==> src/rtl/mem_port_arbiter.sv <==
// ---------------------------------------------------------------------------
// mem_port_arbiter
//
// Shares one single-port memory bus between the instruction-fetch port (IF)
// and the data-access port (DM, driven from the EX/MEM stage). One bus
// transaction is in flight at a time. The data port normally wins, but a
// streak counter forces an IF grant after DM_STREAK consecutive DM grants
// taken while a fetch was waiting, so fetch cannot be starved.
//
// Optional feature (compile-time macro MEM_ARB_TIMEOUT_EN):
//   When defined, a busy transaction that sees no i_bus_ack for TIMEOUT
//   cycles is aborted. The port gets its done pulse with rdata = 0, and
//   o_bus_err pulses together with it. When undefined, a transaction waits
//   for its ack indefinitely and o_bus_err is tied low.
//
// Parameters
//   ADDR_W     address width
//   DATA_W     data width (multiple of 8)
//   DM_STREAK  max consecutive DM grants while IF is pending (1..3)
//   TIMEOUT    busy cycles without ack before abort (2..255)
//
// Ports
//   clk, reset         clock; asynchronous active-high reset
//   i_if_req/i_if_addr fetch request, held until o_if_valid
//   o_if_rdata         fetched word (holds between pulses)
//   o_if_valid         one-cycle fetch completion
//   o_if_stall         i_if_req & ~o_if_valid
//   i_dm_read/i_dm_write/i_dm_addr/i_dm_wdata/i_dm_be  data request
//   o_dm_rdata         load data (0 after a store; holds between pulses)
//   o_dm_done          one-cycle data completion
//   o_dm_stall         (i_dm_read | i_dm_write) & ~o_dm_done
//   o_bus_req/o_bus_we/o_bus_addr/o_bus_wdata/o_bus_be  bus request side
//   i_bus_ack/i_bus_rdata  bus completion and read data
//   o_bus_err          timeout pulse (always 0 without the macro)
// ---------------------------------------------------------------------------
module mem_port_arbiter #(
  parameter int ADDR_W    = 32,
  parameter int DATA_W    = 32,
  parameter int DM_STREAK = 2,
  parameter int TIMEOUT   = 64
) (
  input  logic                clk,
  input  logic                reset,
  // instruction fetch port
  input  logic                i_if_req,
  input  logic [ADDR_W-1:0]   i_if_addr,
  output logic [DATA_W-1:0]   o_if_rdata,
  output logic                o_if_valid,
  output logic                o_if_stall,
  // data port
  input  logic                i_dm_read,
  input  logic                i_dm_write,
  input  logic [ADDR_W-1:0]   i_dm_addr,
  input  logic [DATA_W-1:0]   i_dm_wdata,
  input  logic [DATA_W/8-1:0] i_dm_be,
  output logic [DATA_W-1:0]   o_dm_rdata,
  output logic                o_dm_done,
  output logic                o_dm_stall,
  // memory bus
  output logic                o_bus_req,
  output logic                o_bus_we,
  output logic [ADDR_W-1:0]   o_bus_addr,
  output logic [DATA_W-1:0]   o_bus_wdata,
  output logic [DATA_W/8-1:0] o_bus_be,
  input  logic                i_bus_ack,
  input  logic [DATA_W-1:0]   i_bus_rdata,
  output logic                o_bus_err
);

  localparam int BE_W = DATA_W / 8;

  typedef enum logic [1:0] {
    S_IDLE    = 2'd0,
    S_BUSY_IF = 2'd1,
    S_BUSY_DM = 2'd2,
    S_DONE    = 2'd3
  } state_t;

  state_t            r_state;
  state_t            w_state_next;

  logic              r_grant_dm;   // owner of the current/last transaction
  logic [1:0]        r_streak;
  logic              r_bus_we;
  logic [ADDR_W-1:0] r_bus_addr;
  logic [DATA_W-1:0] r_bus_wdata;
  logic [BE_W-1:0]   r_bus_be;
  logic [DATA_W-1:0] r_if_rdata;
  logic [DATA_W-1:0] r_dm_rdata;

  logic w_dm_pend;
  logic w_force_if;
  logic w_grant_dm;
  logic w_grant_if;
  logic w_busy;
  logic w_ack;
  logic w_timeout;
  logic w_err_flag;

  // -------------------------------------------------------------------------
  // Arbitration: only decided in IDLE. DM wins unless IF has already waited
  // through DM_STREAK data grants.
  // -------------------------------------------------------------------------
  assign w_dm_pend  = i_dm_read | i_dm_write;
  assign w_force_if = i_if_req & (r_streak == 2'(DM_STREAK));
  assign w_grant_dm = (r_state == S_IDLE) & w_dm_pend & ~w_force_if;
  assign w_grant_if = (r_state == S_IDLE) & ~w_grant_dm & i_if_req;
  assign w_busy     = (r_state == S_BUSY_IF) | (r_state == S_BUSY_DM);
  // An ack is only meaningful while a transaction is outstanding.
  assign w_ack      = w_busy & i_bus_ack;

  // -------------------------------------------------------------------------
  // Optional bus timeout
  // -------------------------------------------------------------------------
`ifdef MEM_ARB_TIMEOUT_EN
  logic [7:0] r_tmo_cnt;
  logic       r_tmo_flag;

  // An ack arriving in the timeout cycle takes precedence.
  assign w_timeout  = w_busy & ~i_bus_ack & (r_tmo_cnt == 8'(TIMEOUT - 1));
  assign w_err_flag = r_tmo_flag;

  always_ff @(posedge clk or posedge reset) begin
    if (reset) begin
      r_tmo_cnt  <= 8'd0;
      r_tmo_flag <= 1'b0;
    end else begin
      // Held at zero outside BUSY so each transaction starts from zero.
      if (!w_busy) begin
        r_tmo_cnt <= 8'd0;
      end else if (!i_bus_ack) begin
        r_tmo_cnt <= r_tmo_cnt + 8'd1;
      end
      // DONE lasts exactly one cycle, so this marks that DONE cycle only.
      r_tmo_flag <= w_timeout;
    end
  end
`else
  assign w_timeout  = 1'b0;
  assign w_err_flag = 1'b0;
`endif

  // -------------------------------------------------------------------------
  // FSM: state register
  // -------------------------------------------------------------------------
  always_ff @(posedge clk or posedge reset) begin
    if (reset) begin
      r_state <= S_IDLE;
    end else begin
      r_state <= w_state_next;
    end
  end

  // -------------------------------------------------------------------------
  // FSM: next-state logic
  // -------------------------------------------------------------------------
  always_comb begin
    w_state_next = r_state;
    case (r_state)
      S_IDLE: begin
        if (w_grant_dm) begin
          w_state_next = S_BUSY_DM;
        end else if (w_grant_if) begin
          w_state_next = S_BUSY_IF;
        end
      end
      S_BUSY_IF, S_BUSY_DM: begin
        if (w_ack || w_timeout) begin
          w_state_next = S_DONE;
        end
      end
      S_DONE:  w_state_next = S_IDLE;
      default: w_state_next = S_IDLE;
    endcase
  end

  // -------------------------------------------------------------------------
  // FSM: outputs
  // -------------------------------------------------------------------------
  always_comb begin
    o_bus_req  = 1'b0;
    o_if_valid = 1'b0;
    o_dm_done  = 1'b0;
    o_bus_err  = 1'b0;
    case (r_state)
      S_BUSY_IF, S_BUSY_DM: o_bus_req = 1'b1;
      S_DONE: begin
        o_if_valid = ~r_grant_dm;
        o_dm_done  = r_grant_dm;
        o_bus_err  = w_err_flag;
      end
      default: ;
    endcase
  end

  // -------------------------------------------------------------------------
  // Datapath: grant capture, streak, read data capture
  // -------------------------------------------------------------------------
  always_ff @(posedge clk or posedge reset) begin
    if (reset) begin
      r_grant_dm  <= 1'b0;
      r_streak    <= 2'd0;
      r_bus_we    <= 1'b0;
      r_bus_addr  <= '0;
      r_bus_wdata <= '0;
      r_bus_be    <= '0;
      r_if_rdata  <= '0;
      r_dm_rdata  <= '0;
    end else begin
      if (w_grant_dm) begin
        r_grant_dm <= 1'b1;
        r_bus_addr <= i_dm_addr;
        // A simultaneous read+write request is performed as the write.
        if (i_dm_write) begin
          r_bus_we    <= 1'b1;
          r_bus_wdata <= i_dm_wdata;
          r_bus_be    <= i_dm_be;
        end else begin
          r_bus_we    <= 1'b0;
          r_bus_wdata <= '0;
          r_bus_be    <= '1;
        end
        // Only DM grants that made a waiting fetch wait extend the streak.
        r_streak <= i_if_req ? (r_streak + 2'd1) : 2'd0;
      end else if (w_grant_if) begin
        r_grant_dm  <= 1'b0;
        r_bus_addr  <= i_if_addr;
        r_bus_we    <= 1'b0;
        r_bus_wdata <= '0;
        r_bus_be    <= '1;
        r_streak    <= 2'd0;
      end

      if (w_ack) begin
        if (r_grant_dm) begin
          r_dm_rdata <= r_bus_we ? '0 : i_bus_rdata;
        end else begin
          r_if_rdata <= i_bus_rdata;
        end
      end else if (w_timeout) begin
        if (r_grant_dm) begin
          r_dm_rdata <= '0;
        end else begin
          r_if_rdata <= '0;
        end
      end
    end
  end

  assign o_bus_we    = r_bus_we;
  assign o_bus_addr  = r_bus_addr;
  assign o_bus_wdata = r_bus_wdata;
  assign o_bus_be    = r_bus_be;
  assign o_if_rdata  = r_if_rdata;
  assign o_dm_rdata  = r_dm_rdata;

  // Stalls are purely combinational so the pipeline releases in the done cycle.
  assign o_if_stall = i_if_req & ~o_if_valid;
  assign o_dm_stall = w_dm_pend & ~o_dm_done;

endmodule

==> config.mk <==
export PLATFORM = sky130hd
export DESIGN_NAME = mem_port_arbiter
export DESIGN_NICKNAME = d
export VERILOG_FILES = /design/src/rtl/mem_port_arbiter.sv
export SDC_FILE = /design/constraint.sdc
export NUM_CORES = 1
export LEC_CHECK = 0
export BUFFER_PORTS_ARGS = -buffer_cell sky130_fd_sc_hd__buf_2
export CAP_MARGIN = 40
export CORE_ASPECT_RATIO = 0.75
export CORE_MARGIN = 5
export CORE_UTILIZATION = 30
export DETAILED_ROUTE_END_ITERATION = 7
export SLEW_MARGIN = 20
export SYNTH_ARGS = -nofsm -noshare
export SYNTH_HDL_FRONTEND = slang
export SYNTH_SLANG_ARGS = --single-unit
export TNS_END_PERCENT = 30
==> constraint.sdc <==
create_clock -name clk -period 4.2 [get_ports clk]
set_input_delay 0.63 -clock clk [delete_from_list [all_inputs] [get_ports clk]]
set_output_delay 0.63 -clock clk [all_outputs]
set_load 0.05 [all_outputs]
==> results of run 1 <==
-- flip-flops by register name, indices dropped and copies added, names as in the netlist --
register / flops
o_bus_addr: 32
r_streak: 2
r_grant_dm: 1
o_bus_wdata: 32
o_bus_we: 1
o_dm_rdata: 32
o_if_rdata: 32
o_bus_be: 4
r_state: 2
-- critical path, cell delays in order (launching register included) --
cell and delay (ns):
dfrtp_1 0.40, ha_1 0.19, nor2b_1 0.15, nor2b_1 0.15, buf_2 0.29
-- stage by stage --
| stage | hold slack [ns] | total power [W] | util [%] | setup WS [ns] |
|---|---|---|---|---|
| 3_3_place_gp | 0.463 | 0.00658 | 39.1 | 2.01 |
| 2_1_floorplan | 0.457 | 0.00556 | - | 1.85 |
| 4_1_cts | 0.413 | 0.00829 | 42.7 | 1.94 |
| 5_1_grt | 0.415 | 0.00864 | 42.7 | 1.91 |
| 6_report | 0.391 | 0.00819 | 42.7 | 1.98 |
| 3_5_place_dp | 0.470 | 0.00667 | 39.3 | 2.01 |
-- cell usage in the layout, fill, tap and decap left out, drive strengths merged --
| cell | netlist | final |
|---|---|---|
| a21oi | 32 | 32 |
| or2 | 1 | 1 |
| nor2b | 2 | 2 |
| nor2 | 34 | 34 |
| a21bo | 1 | 1 |
| o22a | 4 | 4 |
| dfrtp | 138 | 138 |
| mux2 | 33 | 33 |
| inv | 6 | 11 |
| clkinvlp | 0 | 4 |
| mux2i | 1 | 1 |
| a2bb2oi | 1 | 1 |
| nand3 | 3 | 3 |
| o31a | 1 | 1 |
| diode | 0 | 1 |
| nand2b | 32 | 32 |
| a21boi | 1 | 1 |
| and2 | 2 | 2 |
| clkinv | 0 | 2 |
| ha | 4 | 4 |
| conb | 1 | 1 |
| nor3 | 1 | 1 |
| bufinv | 0 | 3 |
| nand2 | 37 | 37 |
| a22o | 32 | 32 |
| clkbuf | 16 | 18 |
| o31ai | 1 | 1 |
| buf | 26 | 285 |
| a31oi | 32 | 32 |
| o21ai | 67 | 67 |
| o22ai | 3 | 3 |
-- final cells by class --
cell class | count | area [sq um] | area share (%)
Sequential cell | 138 | 3450 | 43.3
Clock inverter | 14 | 185 | 2.32
Timing Repair Buffer | 285 | 1490 | 18.7
Inverter | 6 | 26.3 | 0.330
Clock buffer | 18 | 439 | 5.51
Tap cell | 247 | 309 | 3.88
Antenna cell | 1 | 2.50 | 0.0314
Multi-Input combinational cell | 326 | 2060 | 25.9
-- cell families after synthesis --
kind of cell	after synthesis	synth area share, %
mux	34	6.65
fa+ha+maj	4	0.872
flops	138	60.2
other cells	1	0.0653
simple gates	112	9.02
buf+inv	48	4.27
compound gates	175	19.0
-- power by group --
group / internal [W] / leakage [nW] / switching (W) / total [W]
combinational: 0.00111 / 1.99 / 0.00326 / 0.00436
clock: 0.000966 / 0.296 / 0.000624 / 0.00159
sequential: 0.00193 / 1.68 / 0.000309 / 0.00224
total: 0.00400 / 3.96 / 0.00419 / 0.00819
-- metal layers --
layer | wire [um] | vias to the layer above
li1 | - | 2344
met3 | 1390 | 17
met5 | 27 | -
met4 | 146 | 4
met2 | 7990 | 198
met1 | 7890 | 2346
-- how the worst min path moves through the flow --
| stage | startpoint | endpoint | slack, ns | cells past startpoint |
|---|---|---|---|---|
| after floorplan | r_streak[0] | r_streak[0] | 0.46 | 1 |
| after global placement | o_dm_rdata[12] | o_dm_rdata[12] | 0.46 | 2 |
| final | reset | o_bus_addr[13] | 0.39 | 3 |
| after global routing | i_dm_wdata[12] | o_bus_wdata[12] | 0.42 | 2 |
| after detailed placement | o_dm_rdata[18] | o_dm_rdata[18] | 0.47 | 2 |
| after CTS | i_dm_wdata[22] | o_bus_wdata[22] | 0.41 | 2 |
==> metrics.md, run 1 <==
| Metric | Value |
|---|---|
| Status | `finished clean` |
| GPL Wtd Cong | `0.756` |
| Global route overflow | `0` |
| Num ports | `277` |
| Post-DP HPWL | `12200 um` |
| CP endpoint kind | `output pin` |
| Clk Latency, worst-skew pair | `0.41 ns` |
| FF-to-FF path depth | `5` |
| Setup TNS | `0 ns` |
| Placed Cells incl. Taps | `1002` |
| RR Endpoint | `r_state[1]` |
| Worst-path clk slew | `0.06 ns` |
| Design Area, Final | `7970 sq um` |
| Die area | `22000 sq um` |
| Synth unique cells | `32` |
| CTS tree | `built` |
| Worst Path Max Fanout | `3` |
| Initial antenna violation count | `3` |
| CTS root buf | `clkbuf_16` |
| Worst Path Required | `3.57 ns` |
| Final slew viol count | `0` |
| Vias/cell | `4.74` |
| First-pass GRT wire length | `27100 um` |
| Routing usage on met2 | `24.0%` |
| Fmax | `450 MHz` |
| Final Skew | `0.00720 ns` |
| Sink Count | `138` |
| Most frequent cell after synthesis | `dfrtp_1` |
| Post-cts sizing count | `0` |
| Cell Rows | `43` |
| RSZ-0062 raised after global routing | `false` |
| Final Hold Viols | `0` |
| Area leader, netlist | `dfrtp_1` |
| Number of hold buffers added after cts | `0` |
| Core area | `18700 sq um` |
| Max Root-Sink Buffers | `2` |
| Peak supply drop | `462 uV` |
| DRC viols | `0` |
| Placed standard-cell area | `7340 sq um` |
| Count of final setup violators | `0` |
| Fin nets | `916` |
| Least-Margin Pin Slew | `0.797 ns` |
| Max-cap violation count | `0` |
| Die height | `130 um` |
| CP Launch Type | `flip-flop` |
| Syn-to-layout area delta | `38.8%` |
| # fillers | `1842` |
| Seq/Total Area, Yosys | `60.2%` |
| Syn_nets | `654` |
| Post-synthesis cell area | `5740 sq um` |
| CTS buffer count | `17` |
| Arrival time worst endpoint | `1.59 ns` |
| Leak | `3.96 nW` |
| Setup slack, reg-to-reg | `2.20 ns` |
| Total wire length | `17400 um` |
| Grt met3 use | `5.45%` |
| Top Usage Layer GRT | `met2` |
| WS Path Type | `flip-flop to output pin` |
| Slew margin rel. | `46.9%` |
| Power Density | `1030 nW/um^2` |
| 1st-iter DRT viols | `317` |
| Routed WL per cell | `16.8 um` |
| Mapped Cells | `512` |
| Global-route met1 utilization | `20.7%` |
| Largest cells by area after synthesis | `dfrtp_1, mux2_1, a22o_1, a31oi_1, nand2b_1` |
| Pin count of the biggest net entering global routing | `139` |
| Syn_area_per_cell | `11.2 sq um` |
| Postcts setup bufs | `0` |
| Beginning of the critical path | `r_state[1]` |
| Routed Antenna Nets | `0` |
| Number of global-route vias before repair | `4992` |
| Drt pass-1 iters | `5` |
| Die width | `170 um` |
| Fraction of registers with async set or reset after synthesis | `100%` |
| Post-synth top area share | `60.2%` |
| Number of synthesized register bits | `138` |
| I/O Buffers | `275` |
| FF-to-FF Start | `r_state[0]` |
| Share of cells above drive strength 1 | `41.3%` |
| Initial Utilization | `30.7%` |
| Worst Hold Class | `primary input to asynchronous set/reset pin` |
| Minimum clock period | `2.22 ns` |
| Post-synth top cells | `dfrtp_1, nand2_1, nor2_1, o21ai_0` |
| Ys Warns | `0` |
| EDFF count, synth | `0` |
| Layout Cells excl Fill | `1035` |
| Crit path capture | `o_if_stall` |
| Main synth FF type | `dfrtp_1` |
| Htree depth | `4` |
| Via total after detailed routing | `4909` |
| Gr usage total | `15.4%` |
| Post-route clock period utilization | `52.9%` |
No activity file was read; power rests on OpenSTA's default activity.
==> run 2, diff against run 1 <==
--- a/config.mk
+++ b/config.mk
@@ -5,6 +5,7 @@
 export SDC_FILE = /design/constraint.sdc
 export NUM_CORES = 1
 export LEC_CHECK = 0
+export ABC_AREA = 1
 export BUFFER_PORTS_ARGS = -buffer_cell sky130_fd_sc_hd__buf_2
 export CAP_MARGIN = 40
 export CORE_ASPECT_RATIO = 0.75
==> constraint.sdc (replaced) <==
create_clock -name clk -period 2.1 [get_ports clk]
set_input_delay 0.315 -clock clk [delete_from_list [all_inputs] [get_ports clk]]
set_output_delay 0.315 -clock clk [all_outputs]
set_load 0.05 [all_outputs]
==> run 2 against run 1 <==
  * Clock power increased by 91%
  * Count of clock-buffer cells in the layout decreased by 1
  * Total power increased by 95%
  * Routed wire length increased by 2.2%
  * Sequential power increased by 96%
  * Setup slack got worse by 1.7 ns
  * First-iteration DRC count decreased by 25%
  * Die area increased by 6.6%
  * Final cell count increased by 25%
  * Largest cell class unchanged
  * Largest power group unchanged
==> metrics.md, run 2 <==
| Metric | Value |
|---|---|
| Total wire length | `17800 um` |
| Vias/cell | `4.37` |
| Mapped Cells | `761` |
| Worst Hold Class | `primary input to flip-flop` |
| Most frequent cell after synthesis | `nand2_1` |
| Via total after detailed routing | `5678` |
| Gr usage total | `15.0%` |
| Routed Antenna Nets | `0` |
| CP endpoint kind | `output pin` |
| Post-DP HPWL | `12900 um` |
| Final slew viol count | `0` |
| Pin count of the biggest net entering global routing | `71` |
| Crit-path leading delay family | `buffers and inverters` |
| Placed Cells incl. Taps | `1265` |
| RSZ-0062 raised after global routing | `false` |
| Syn_area_per_cell | `8.08 sq um` |
| Largest cells by area after synthesis | `dfrtp_1, nand2_1, inv_1, nand3_1, o21ai_0` |
| Hold_sp | `i_dm_wdata[8]` |
| Fin util | `41.9%` |
| Worst Path Required | `1.78 ns` |
| 1st-iter DRT viols | `237` |
| Layout Cells excl Fill | `1298` |
| Ys Warns | `0` |
| Minimum clock period | `1.87 ns` |
| First-pass GRT wire length | `28500 um` |
| Post-route clock period utilization | `89.0%` |
| Fmax | `535 MHz` |
| Sink Count | `138` |
| Cell internal power dissipation | `0.00746 W` |
| Comb power frac | `53.4%` |
| Syn_nets | `903` |
| Critical path buffer and inverter count | `2` |
| Share of cells above drive strength 1 | `31.8%` |
| Max-cap violation count | `0` |
| Die width | `175 um` |
| CTS buffer count | `17` |
| Crit-path cells | `inv_1, ha_1, buf_2` |
| Worst-path clk slew | `0.07 ns` |
| Fin nets | `1169` |
| Main synth FF type | `dfrtp_1` |
| Hold_ws | `0.103 ns` |
| FF-to-FF Start | `r_state[0]` |
| Critical-path top delay cell | `ha_1` |
| Final Hold Viols | `0` |
| Count of final setup violators | `0` |
| Global route overflow | `0` |
| Worst Path Max Fanout | `5` |
| Flop pwr share | `27.6%` |
| Commonest non-fill, non-tap cells in the layout | `buf_2, nand2_1, inv_1, dfrtp_1, nand3_1` |
| Power Density | `1890 nW/um^2` |
| Peak supply drop | `807 uV` |
| Area leader, netlist | `dfrtp_1` |
| Critical path's largest stage delay | `0.39 ns` |
| CTS tree | `built` |
| Fraction of registers with async set or reset after synthesis | `100%` |
| Synth unique cells | `22` |
| Number of synthesized register bits | `138` |
| Core area | `20200 sq um` |
| Die area | `23500 sq um` |
| DRC viols | `0` |
| WS Path Type | `flip-flop to output pin` |
| Initial Utilization | `30.4%` |
| Syn-to-layout area delta | `37.7%` |
| Cell Rows | `45` |
| I/O Buffers | `275` |
| Most common cell after layout, fill and taps aside | `buf_2` |
| Htree depth | `4` |
| Max Root-Sink Buffers | `2` |
| CP Launch Type | `flip-flop` |
| Leak | `4.98 nW` |
| Final Skew | `0.0106 ns` |
| Die height | `134 um` |
| Post-synth top area share | `56.2%` |
| Setup slack, reg-to-reg | `0.41 ns` |
| Clk Latency, worst-skew pair | `0.42 ns` |
| Total power | `0.0160 W` |
| Post-synthesis cell area | `6150 sq um` |
| CTS root buf | `clkbuf_16` |
| Routed WL per cell | `13.7 um` |
| Post-cts sizing count | `0` |
| EDFF count, synth | `0` |
| Status | `finished clean` |
| Post-synth top cells | `nand2_1, inv_1, dfrtp_1` |
| Sw Share | `53.3%` |
| Arrival time worst endpoint | `1.55 ns` |
| Seq/Total Area, Yosys | `56.2%` |
| Drt pass-1 iters | `5` |
| Number of diodes | `0` |
| Number of global-route vias before repair | `5563` |
| NetSw | `0.00852 W` |
| Num ports | `277` |
| GPL Wtd Cong | `0.821` |
| Setup TNS | `0 ns` |
| Initial antenna violation count | `0` |
| Clock share of power | `19.0%` |
| Beginning of the critical path | `r_state[0]` |
[run 2: cell count changes in the layout (fill, tap and decap cells not counted), sizes merged, moves of 33 or more]
cell   change
nand2    +202
inv      +143
nand3     +65
nand4     +33
mux2      -33
[run 2: logic make-up (layout without fill, tap and decap cells)]
logic type	count (synthesis)	count (layout)	share of synthesized area [%]
fa+ha+maj	4	4	0.814
simple gates	360	360	25.0
flops	138	138	56.2
compound gates	70	70	5.82
other cells	1	1	0.0610
buf+inv	188	467	12.1
[run 2: per-stage QoR]
stage | worst slack [ns] | cell area [sq um]
2_1_floorplan | 0.0639 | 6150
3_3_place_gp | 0.497 | 7860
3_5_place_dp | 0.426 | 7860
4_1_cts | 0.200 | 8470
5_1_grt | 0.142 | 8470
6_report | 0.231 | 8470
[run 2: timing repair]
item | 4_1_cts | 5_1_grt
endpoints found under the setup margin | 0 | 0
hold buffers | 1 | 0
endpoints found under the hold margin | 14 | 0
buffers inserted | 0 | 0
[run 2: routing by layer]
metal  part of all wire, %  GRT usage (%)
met1                    45           20.0
met2                    45           23.2
met5                     0              0
met3                   7.9           4.90
met4                   1.5           4.80
[run 2: worst paths after layout]
path | endpoint | cells after the start
min reg2reg | o_bus_wdata[8] | 2
min in group asynchronous | o_bus_wdata[12] | 3
min | o_bus_wdata[8] | 3
max reg2reg | o_dm_rdata[7] | 7
max in group asynchronous | o_bus_addr[6] | 4
max | o_bus_req | 3
[run 2: worst register-to-register path, cell delays in order, from the launching register on]
cell and delay, ns:
dfrtp_1 0.37, inv_1 0.07, ha_1 0.39, inv_2 0.07, nor3_4 0.21, buf_12 0.26
nand3_1 0.16, o21ai_0 0.09
[run 2: area by class of cell]
cell class                      count  area, sq um
Tap cell                          258          323
Clock buffer                       17          425
Multi-Input combinational cell    435         1960
Inverter                          145          548
Sequential cell                   138         3450
Clock inverter                     15          174
Timing Repair Buffer              290         1580
Fill cell                        2028        11700
[run 2: power by group through the flow]
stage               registers (W)  clock network [W]  logic (W)
finish                    0.00440            0.00304    0.00854
global route              0.00456            0.00326    0.00916
CTS                       0.00441            0.00313    0.00864
detailed placement        0.00443                  0    0.00865
global placement          0.00443                  0    0.00857
floorplan                 0.00816                  0    0.00262
